`src/rtl/stack_pointer_unit.sv`:
```
// stack_pointer_unit
//   Registered stack pointer for a descending stack. It accepts push, pop and
//   load operations of 1 or 2 words through a valid/ready handshake. It
//   produces the registered base address of each access. Every operation is
//   checked against the stack bounds, and an operation that would break them
//   is dropped with a fault report.
//
// Ports
//   Clk            in   clock, rising edge
//   Rst            in   asynchronous reset, active low
//   Op_Valid       in   operation request
//   Op_Code        in   000 nop, 001 push1, 010 push2, 011 pop1, 100 pop2,
//                       101 load, 110/111 nop
//   Load_Value     in   new SP for load
//   Fault_Clr      in   clears sticky Fault / Fault_Code
//   Op_Ready       out  an op can be accepted this cycle
//   SP             out  current stack pointer
//   Mem_Addr       out  base address of the last accepted access
//   Mem_Addr_Valid out  one-cycle pulse, Mem_Addr holds a fresh access
//   Used_Words     out  SP_TOP - SP
//   Overflow       out  one-cycle pulse, push rejected
//   Underflow      out  one-cycle pulse, pop rejected
//   Fault          out  sticky fault flag
//   Fault_Code     out  01 overflow, 10 underflow, 11 bad load (first one held)
module stack_pointer_unit #(
  parameter int unsigned              ADDR_WIDTH    = 32,
  parameter logic [ADDR_WIDTH-1:0]    SP_TOP        = 1048575,
  parameter logic [ADDR_WIDTH-1:0]    STACK_BOTTOM  = 1044480,
  parameter bit                       HALT_ON_FAULT = 1'b1
) (
  input  logic                  Clk,
  input  logic                  Rst,
  input  logic                  Op_Valid,
  input  logic [2:0]            Op_Code,
  input  logic [ADDR_WIDTH-1:0] Load_Value,
  input  logic                  Fault_Clr,
  output logic                  Op_Ready,
  output logic [ADDR_WIDTH-1:0] SP,
  output logic [ADDR_WIDTH-1:0] Mem_Addr,
  output logic                  Mem_Addr_Valid,
  output logic [ADDR_WIDTH-1:0] Used_Words,
  output logic                  Overflow,
  output logic                  Underflow,
  output logic                  Fault,
  output logic [1:0]            Fault_Code
);

  localparam logic [2:0] OP_PUSH1 = 3'b001;
  localparam logic [2:0] OP_PUSH2 = 3'b010;
  localparam logic [2:0] OP_POP1  = 3'b011;
  localparam logic [2:0] OP_POP2  = 3'b100;
  localparam logic [2:0] OP_LOAD  = 3'b101;

  localparam logic [1:0] FC_NONE  = 2'b00;
  localparam logic [1:0] FC_OVF   = 2'b01;
  localparam logic [1:0] FC_UNF   = 2'b10;
  localparam logic [1:0] FC_LOAD  = 2'b11;

  // Bounds are compared one bit wider than the address so that nothing
  // can wrap. "x - k >= BOTTOM - 1" is rewritten as "x + 1 >= BOTTOM + k".
  // This keeps every operand non-negative, even when STACK_BOTTOM is 0.
  localparam logic [ADDR_WIDTH:0] TOP_X = {1'b0, SP_TOP};
  localparam logic [ADDR_WIDTH:0] BOT_X = {1'b0, STACK_BOTTOM};
  localparam logic [ADDR_WIDTH:0] X_ONE = (ADDR_WIDTH+1)'(1);
  localparam logic [ADDR_WIDTH:0] X_TWO = (ADDR_WIDTH+1)'(2);
  localparam logic [ADDR_WIDTH-1:0] A_ONE = ADDR_WIDTH'(1);
  localparam logic [ADDR_WIDTH-1:0] A_TWO = ADDR_WIDTH'(2);

  logic [ADDR_WIDTH-1:0] sp_q, sp_d;
  logic [ADDR_WIDTH-1:0] mem_addr_q, mem_addr_d;
  logic                  mem_addr_valid_q, mem_addr_valid_d;
  logic                  overflow_q, overflow_d;
  logic                  underflow_q, underflow_d;
  logic                  fault_q, fault_d;
  logic [1:0]            fault_code_q, fault_code_d;

  logic                  op_ready;
  logic                  accept;
  logic [ADDR_WIDTH:0]   sp_x;
  logic [ADDR_WIDTH:0]   lv_x;
  logic                  push1_ok, push2_ok, pop1_ok, pop2_ok, load_ok;
  logic                  new_fault;
  logic [1:0]            new_code;

  always_comb begin
    op_ready = ~(HALT_ON_FAULT & fault_q);
    accept   = Op_Valid & op_ready;

    sp_x     = {1'b0, sp_q};
    lv_x     = {1'b0, Load_Value};
    push1_ok = (sp_x + X_ONE) >= (BOT_X + X_ONE);
    push2_ok = (sp_x + X_ONE) >= (BOT_X + X_TWO);
    pop1_ok  = (sp_x + X_ONE) <= TOP_X;
    pop2_ok  = (sp_x + X_TWO) <= TOP_X;
    load_ok  = ((lv_x + X_ONE) >= BOT_X) && (lv_x <= TOP_X);

    sp_d             = sp_q;
    mem_addr_d       = mem_addr_q;
    mem_addr_valid_d = 1'b0;
    overflow_d       = 1'b0;
    underflow_d      = 1'b0;
    new_fault        = 1'b0;
    new_code         = FC_NONE;

    if (accept) begin
      case (Op_Code)
        OP_PUSH1: begin
          if (push1_ok) begin
            sp_d             = sp_q - A_ONE;
            mem_addr_d       = sp_q;
            mem_addr_valid_d = 1'b1;
          end else begin
            overflow_d = 1'b1;
            new_fault  = 1'b1;
            new_code   = FC_OVF;
          end
        end
        OP_PUSH2: begin
          // The base address is the lower word of the pair.
          if (push2_ok) begin
            sp_d             = sp_q - A_TWO;
            mem_addr_d       = sp_q - A_ONE;
            mem_addr_valid_d = 1'b1;
          end else begin
            overflow_d = 1'b1;
            new_fault  = 1'b1;
            new_code   = FC_OVF;
          end
        end
        OP_POP1: begin
          if (pop1_ok) begin
            sp_d             = sp_q + A_ONE;
            mem_addr_d       = sp_q + A_ONE;
            mem_addr_valid_d = 1'b1;
          end else begin
            underflow_d = 1'b1;
            new_fault   = 1'b1;
            new_code    = FC_UNF;
          end
        end
        OP_POP2: begin
          if (pop2_ok) begin
            sp_d             = sp_q + A_TWO;
            mem_addr_d       = sp_q + A_ONE;
            mem_addr_valid_d = 1'b1;
          end else begin
            underflow_d = 1'b1;
            new_fault   = 1'b1;
            new_code    = FC_UNF;
          end
        end
        OP_LOAD: begin
          // A bad load faults, but it does not pulse Overflow or Underflow.
          if (load_ok) begin
            sp_d = Load_Value;
          end else begin
            new_fault = 1'b1;
            new_code  = FC_LOAD;
          end
        end
        default: ;
      endcase
    end

    // The clear applies first. A fault in the same cycle then wins, and it
    // can overwrite the code because the clear has emptied it.
    fault_d      = fault_q & ~Fault_Clr;
    fault_code_d = Fault_Clr ? FC_NONE : fault_code_q;
    if (new_fault) begin
      fault_d = 1'b1;
      if (fault_code_d == FC_NONE) begin
        fault_code_d = new_code;
      end
    end
  end

  always_ff @(posedge Clk or negedge Rst) begin
    if (!Rst) begin
      sp_q             <= SP_TOP;
      mem_addr_q       <= '0;
      mem_addr_valid_q <= 1'b0;
      overflow_q       <= 1'b0;
      underflow_q      <= 1'b0;
      fault_q          <= 1'b0;
      fault_code_q     <= FC_NONE;
    end else begin
      sp_q             <= sp_d;
      mem_addr_q       <= mem_addr_d;
      mem_addr_valid_q <= mem_addr_valid_d;
      overflow_q       <= overflow_d;
      underflow_q      <= underflow_d;
      fault_q          <= fault_d;
      fault_code_q     <= fault_code_d;
    end
  end

  assign Op_Ready       = op_ready;
  assign SP             = sp_q;
  assign Mem_Addr       = mem_addr_q;
  assign Mem_Addr_Valid = mem_addr_valid_q;
  assign Used_Words     = SP_TOP - sp_q;
  assign Overflow       = overflow_q;
  assign Underflow      = underflow_q;
  assign Fault          = fault_q;
  assign Fault_Code     = fault_code_q;

endmodule

```
`config.mk`:
```
export PLATFORM = sky130hd
export DESIGN_NAME = stack_pointer_unit
export DESIGN_NICKNAME = d
export VERILOG_FILES = /design/src/rtl/stack_pointer_unit.sv
export SDC_FILE = /design/constraint.sdc
export NUM_CORES = 1
export LEC_CHECK = 0
export BUFFER_PORTS_ARGS = -buffer_cell sky130_fd_sc_hd__buf_2
export CAP_MARGIN = 15
export CELL_PAD_IN_SITES_DETAIL_PLACEMENT = 0
export CELL_PAD_IN_SITES_GLOBAL_PLACEMENT = 1
export CORE_MARGIN = 2
export CORE_UTILIZATION = 43
export CTS_BUF_LIST = sky130_fd_sc_hd__clkbuf_2 sky130_fd_sc_hd__clkbuf_4 sky130_fd_sc_hd__clkbuf_8
export CTS_CLUSTER_DIAMETER = 40
export DETAILED_ROUTE_END_ITERATION = 12
export PLACE_DENSITY_LB_ADDON = 0.1
export RECOVER_POWER = 50
export SYNTH_ARGS = -nofsm -noshare
export SYNTH_HDL_FRONTEND = slang
export SYNTH_SLANG_ARGS = --single-unit
```
`constraint.sdc`:
```
create_clock -name Clk -period 4.29 [get_ports Clk]
set_clock_uncertainty 0.1 [all_clocks]
set_input_delay 0.6435 -clock Clk [delete_from_list [all_inputs] [get_ports Clk]]
set_output_delay 0.6435 -clock Clk [all_outputs]
set_load 0.1 [all_outputs]
```
==> results.sh, run 1 <==
export IMPL_outcome="complete, but fails checks"
export IMPL_violations="capacitance limit, slew limit"
export IMPL_hp_start="Fault_Clr"
export IMPL_end_kind="register"
export IMPL_start_util=0.442
export IMPL_dieArea_um2=21300
export IMPL_antenna_found_initial=3
export IMPL_slew_headroom=-0.267
export IMPL_place_area_um2=10600
export IMPL_rows=51
export IMPL_preCtsSetupSlack_ns=-0.113
export IMPL_cts_buffers=9
export IMPL_setup_worst_path_start="SP[2]"
export IMPL_final_cell_mix="buf_4 (160), nand2_1 (110), buf_2 (90), nor2_1 (86), a21oi_1 (83)"
export IMPL_gp_congestion=1.04
export IMPL_grt_overflow_total=0
export IMPL_layout_drive_gt1_share=0.243
export IMPL_synthFlopType="dfrtp_1"
export IMPL_synth_cell_type_count=79
export IMPL_cts_clk_slew_worst_paths_ns=0.10
export IMPL_cts_buffer_depth=2
export IMPL_cts_root_buf="clkbuf_8"
export IMPL_worst_slew_pin_slew_ns=1.90
export IMPL_async_flop_share=1.00
export IMPL_worstPathMaxFanout=16
export IMPL_synth_fp_nets=1261
export IMPL_finalHoldViolCount=0
export IMPL_io_pins=142
export IMPL_setup_slack_ns=0.0913
export IMPL_synth_edff_count=0
export IMPL_port_buffers=141
export IMPL_ctsHoldBuffers=0
export IMPL_nets=1488
export IMPL_grt_use_total=0.383
export IMPL_tritoncts="built"
export IMPL_min_path_type="input pin to register"
export IMPL_grt_max_degree=71
export IMPL_setup_violations=0
export IMPL_min_period_ns=4.20
export IMPL_drc=0
export IMPL_viasPerCell=6.56
export IMPL_wl_per_cell_um=25.1
export IMPL_cpMostUsedCell="buf_4"
export IMPL_critPathMaxStageDelay_ns=0.66
export IMPL_cts_max_level=3
export IMPL_max_cap_viol_count=1
export IMPL_syn2layout_area_growth_pct=26.2
export IMPL_grt_pass1_vias=10200
export IMPL_drt_first_pass_iters=9
export IMPL_cts_sinks=70
export IMPL_final_common_cell="buf_4"
export IMPL_routed_via_count=11000
export IMPL_critical_path_class="register to register"
export IMPL_critical_path_slowest_cell="dfstp_4"
export IMPL_fin_crit_sh=0.979
export IMPL_finalMaxSlewViolations=71
export IMPL_routed_wirelength_um=42100
export IMPL_rsz0062_at_grt="true"
export IMPL_core_area_um2=19600
export IMPL_syn_area_per_cell_um2=7.34
export IMPL_postLayoutCellArea_um2=10900
export IMPL_clock_latency_ns=0.40
export IMPL_setup_tns_ns=0
export IMPL_crit_arrival_ns=4.41
export IMPL_die_h_um=146
export IMPL_path_cells="ha_2 > nand2_2 > or4_4 > or3_4 > a211oi_2 > nand4_1 > buf_4 > nor3_2 > buf_4 > a211oi_1 > buf_4 > nor4b_4 > buf_4 > buf_12 > buf_4 > o21ai_0 > a22oi_1"
export IMPL_ys_warnings_count=0
export IMPL_yosysSeqAreaShare=0.205
export IMPL_grt_pass1_wl_um=62900
export IMPL_drt_iter0_markers=1057
export IMPL_synthCells=1181
export IMPL_drtAntennaViolNets=0
export IMPL_die_w_um=146
export IMPL_synth_seq_cells=70
export IMPL_synth_area_um2=8670
export IMPL_post_dp_hpwl_um=31600
export IMPL_fmax_ghz=0.238
export IMPL_start_kind="register"
export IMPL_worstPathRequired_ns=4.51
export IMPL_r2r_start="SP[2]"
-- cell usage after synthesis, drive strengths merged (4+ instances only) --
| master | count | share of area |
|---|---|---|
| clkinv | 6 | 0.0026 |
| nand3 | 37 | 0.022 |
| and2 | 9 | 0.0065 |
| or3 | 6 | 0.0043 |
| ha | 40 | 0.058 |
| o21a | 6 | 0.0052 |
| nand2b | 6 | 0.0043 |
| nor2 | 90 | 0.039 |
| nor2b | 9 | 0.0065 |
| a211oi | 10 | 0.0092 |
| xor2 | 14 | 0.014 |
| o21bai | 6 | 0.0052 |
| mux2 | 29 | 0.038 |
| a22oi | 30 | 0.026 |
| and4 | 8 | 0.0081 |
| o22ai | 39 | 0.028 |
| dfrtp | 50 | 0.14 |
| and3 | 23 | 0.017 |
| buf | 20 | 0.012 |
| nand2 | 112 | 0.049 |
| a21oi | 83 | 0.048 |
| a221o | 5 | 0.0058 |
| xnor2 | 71 | 0.072 |
| a22o | 6 | 0.0061 |
| o211ai | 6 | 0.0052 |
| a21o | 14 | 0.012 |
| clkbuf | 69 | 0.030 |
| o2111ai | 4 | 0.0040 |
| o221ai | 19 | 0.019 |
| a32oi | 5 | 0.0051 |
| nand4 | 38 | 0.028 |
| o21ai | 82 | 0.047 |
| inv | 42 | 0.018 |
| dfstp | 20 | 0.061 |
| mux2i | 7 | 0.0081 |
| a31oi | 13 | 0.0094 |
| or4 | 8 | 0.0069 |
| a221oi | 5 | 0.0051 |
| nor4 | 28 | 0.022 |
| nor3 | 46 | 0.027 |
| nand4b | 5 | 0.0051 |
| o31ai | 8 | 0.0069 |
| a21boi | 6 | 0.0052 |
-- cell type report --
| class | instances | area (um^2) |
|---|---|---|
| Clock buffer | 9 | 124 |
| Tap cell | 265 | 332 |
| Fill cell | 1996 | 8650 |
| Clock inverter | 7 | 63.8 |
| Inverter | 48 | 191 |
| Sequential cell | 70 | 1790 |
| Timing Repair Buffer | 304 | 1910 |
| Multi-Input combinational cell | 975 | 6530 |
| Antenna cell | 1 | 2.50 |
-- state kept, by name, indices dropped and copies added, names as in the netlist --
name and count:
SP 32, Underflow 1, Mem_Addr 32, Mem_Addr_Valid 1, Fault 1, Overflow 1, Fault_Code 2
-- metal layers --
metal,share of wire,GRT usage
met3,0.12,0.0931
met1,0.42,0.529
met2,0.42,0.573
met4,0.039,0.150
met5,0,0
-- worst max-delay path, delay by kind of cell, from the launching register on --
| family | cells | cell delay [ns] |
|---|---|---|
| and+or+nand+nor | 6 | 1.64 |
| adders and majority gates | 1 | 0.19 |
| AOI/OAI and AO/OA | 4 | 0.54 |
| buffers and inverters | 6 | 0.97 |
| DFF | 1 | 0.66 |
-- final timing paths --
| check | endpoint | slack [ns] | cells after the start |
|---|---|---|---|
| worst max-delay path | SP[3] | 0.09 | 17 |
| worst min-delay path | Fault | 0.36 | 2 |
| worst max register to register | SP[3] | 0.09 | 17 |
| worst min register to register | Mem_Addr[23] | 0.39 | 1 |
| max in group asynchronous | Mem_Addr[7] | 2.31 | 1 |
| min in group asynchronous | SP[30] | 0.66 | 1 |
-- kinds of logic (layout without fill, tap and decap cells) --
logic type | after synthesis | after routing | synth area share
flip-flops | 70 | 70 | 0.205
XOR/XNOR | 85 | 85 | 0.0859
multiplexers | 36 | 36 | 0.0458
buffers and inverters | 137 | 368 | 0.0631
AO/OA/AOI/OAI | 376 | 376 | 0.284
AND/OR/NAND/NOR | 436 | 437 | 0.256
other | 0 | 1 | 0
adder cells (fa/ha/maj) | 41 | 41 | 0.0601
-- per-stage QoR --
stage | cells | hold slack (ns) | util
final | 1679 | 0.363 | 0.558
after global routing | 1678 | 0.360 | 0.558
after CTS | 1674 | 0.328 | 0.552
after detailed placement | 1657 | 0.369 | 0.541
after global placement | 1657 | 0.362 | 0.541
after floorplan | 1181 | 0.248 | -
-- what timing repair did --
action,CTS,global route
gates resized for setup,3,28
setup endpoints to repair,33,65
cloned,1,1
pin swaps,1,6
setup buffers,0,3
Power of run 1 is left out: the tool's default activity adds up to more than one toggle a clock period on the data nets, which glitch-free logic cannot reach.
==> run 2: changes to the inputs <==
- CTS_BUF_LIST: sky130_fd_sc_hd__clkbuf_2 sky130_fd_sc_hd__clkbuf_4 sky130_fd_sc_hd__clkbuf_8 -> sky130_fd_sc_hd__clkbuf_16
==> results.sh, run 2 (synthesized netlist as in run 1, its figures left out) <==
export IMPL_outcome="complete, but fails checks"
export IMPL_violations="capacitance limit, slew limit"
export IMPL_crit_arrival_ns=4.41
export IMPL_rows=51
export IMPL_max_cap_viol_count=1
export IMPL_maxUsedRoutingLayer="met4"
export IMPL_layout_drive_gt1_share=0.236
export IMPL_r2r_start="SP[8]"
export IMPL_worstPathMaxFanout=16
export IMPL_fmax_ghz=0.236
export IMPL_port_buffers=141
export IMPL_rsz0062_at_grt="true"
export IMPL_routed_wirelength_um=42000
export IMPL_die_w_um=146
export IMPL_clock_latency_ns=0.36
export IMPL_start_util=0.442
export IMPL_slew_headroom=-0.261
export IMPL_die_h_um=146
export IMPL_finalMaxSlewViolations=71
export IMPL_drt_iter0_markers=1253
export IMPL_cts_buffer_depth=2
export IMPL_dieArea_um2=21300
export IMPL_min_path_cells=1
export IMPL_antenna_found_initial=2
export IMPL_grt_pass1_vias=10200
export IMPL_wl_met3_um=4890
export IMPL_setup_violations=0
export IMPL_min_period_ns=4.23
export IMPL_cts_max_level=3
export IMPL_cts_clk_slew_worst_paths_ns=0.07
export IMPL_place_area_um2=10600
export IMPL_io_pins=142
export IMPL_start_kind="register"
export IMPL_fin_crit_sh=0.986
export IMPL_grt_max_degree=71
export IMPL_core_area_um2=19600
export IMPL_cts_sinks=70
export IMPL_cts_buffers=9
export IMPL_fill_cells=1990
export IMPL_r2r_setup_slack_ns=0.06
export IMPL_drtAntennaViolNets=0
export IMPL_tritoncts="built"
export IMPL_drt_first_pass_iters=5
export IMPL_finalHoldViolCount=0
export IMPL_worstPathRequired_ns=4.47
export IMPL_final_common_cell="buf_4"
export IMPL_nets=1488
export IMPL_post_dp_hpwl_um=31600
export IMPL_hold_end="Mem_Addr[23]"
export IMPL_grt_overflow_total=0
export IMPL_syn2layout_area_growth_pct=26.7
export IMPL_critical_path_class="register to register"
export IMPL_end_kind="register"
export IMPL_min_path_type="register to register"
export IMPL_r2r_cells=17
export IMPL_worst_slew_pin_slew_ns=1.89
export IMPL_cts_root_buf="clkbuf_16"
export IMPL_timing_rr_end="SP[3]"
export IMPL_gp_congestion=1.04
export IMPL_drc=0
export IMPL_routed_via_count=10900
export IMPL_postLayoutCellArea_um2=11000
export IMPL_final_cell_mix="buf_4 (160), nand2_1 (111), buf_2 (91), nor2_1 (86), a21oi_1 (83)"
export IMPL_grt_use_total=0.382
export IMPL_grt_pass1_wl_um=62900
export IMPL_ctsHoldBuffers=0
export IMPL_hp_start="Mem_Addr[23]"
export IMPL_met1_length_um=17800
export IMPL_route_met2_wl_um=17600
export IMPL_wl_per_cell_um=25.0
export IMPL_viasPerCell=6.52
## run 2: metrics by stage
step / setup WS, ns / hold WS [ns] / util / std cells / setup TNS [ns]
6_report: 0.0586 / 0.380 / 0.560 / 1679 / 0
5_1_grt: -0.0831 / 0.399 / 0.560 / 1678 / -0.363
4_1_cts: 0.0674 / 0.370 / 0.557 / 1674 / 0
3_5_place_dp: -0.113 / 0.369 / 0.541 / 1657 / -2.69
3_3_place_gp: 0.00923 / 0.362 / 0.541 / 1657 / 0
2_1_floorplan: -0.0378 / 0.248 / - / 1181 / -0.0439
## run 2: worst max-delay path by stage
stage                     startpoint           to  slack [ns]  cells after the start
after global routing           SP[2]       SP[10]       -0.08                     17
after detailed placement       SP[1]  Mem_Addr[4]       -0.11                     13
after CTS                      SP[1]       SP[10]        0.07                     17
after floorplan           Op_Code[0]       SP[29]       -0.04                     16
final                          SP[8]        SP[3]        0.06                     17
after global placement         SP[2]  Mem_Addr[4]       0.009                     11
## run 2: repair_timing
item,CTS,global route
gates resized for setup,3,15
cloned,1,1
setup buffers,0,3
endpoints found under the setup margin,31,65
pin swaps,1,2
## run 2: metal layers
layer	vias up	track usage
met3	95	0.0984
met1	5220	0.527
met2	717	0.567
met4	0	0.155
li1	4908	-
met5	-	0
## run 2: layout make-up
type	count	area, um^2	share of cell area
clock buffers	9	225	0.0205
repair buffers	304	1910	0.174
clock inverters	7	63.8	0.00581
inverters	48	191	0.0174
diodes	1	2.50	0.000228
flip-flops and latches	70	1790	0.163
multi-input cells	975	6460	0.589
well taps	265	332	0.0302
## run 2: worst max-delay path, cell delays in order, from the launching register on
cell and delay, ns:
dfstp_2 0.58, nand3_1 0.19, buf_4 0.20, or4_4 0.56, or3_1 0.40, a211oi_2 0.25
nand4_1 0.12, buf_4 0.18, nor3_2 0.20, buf_4 0.13, a211oi_1 0.04, buf_4 0.17
nor4b_4 0.28, buf_4 0.17, buf_12 0.17, buf_4 0.15, o21ai_0 0.07, a22oi_1 0.18
Power of run 2 is left out for the same reason.
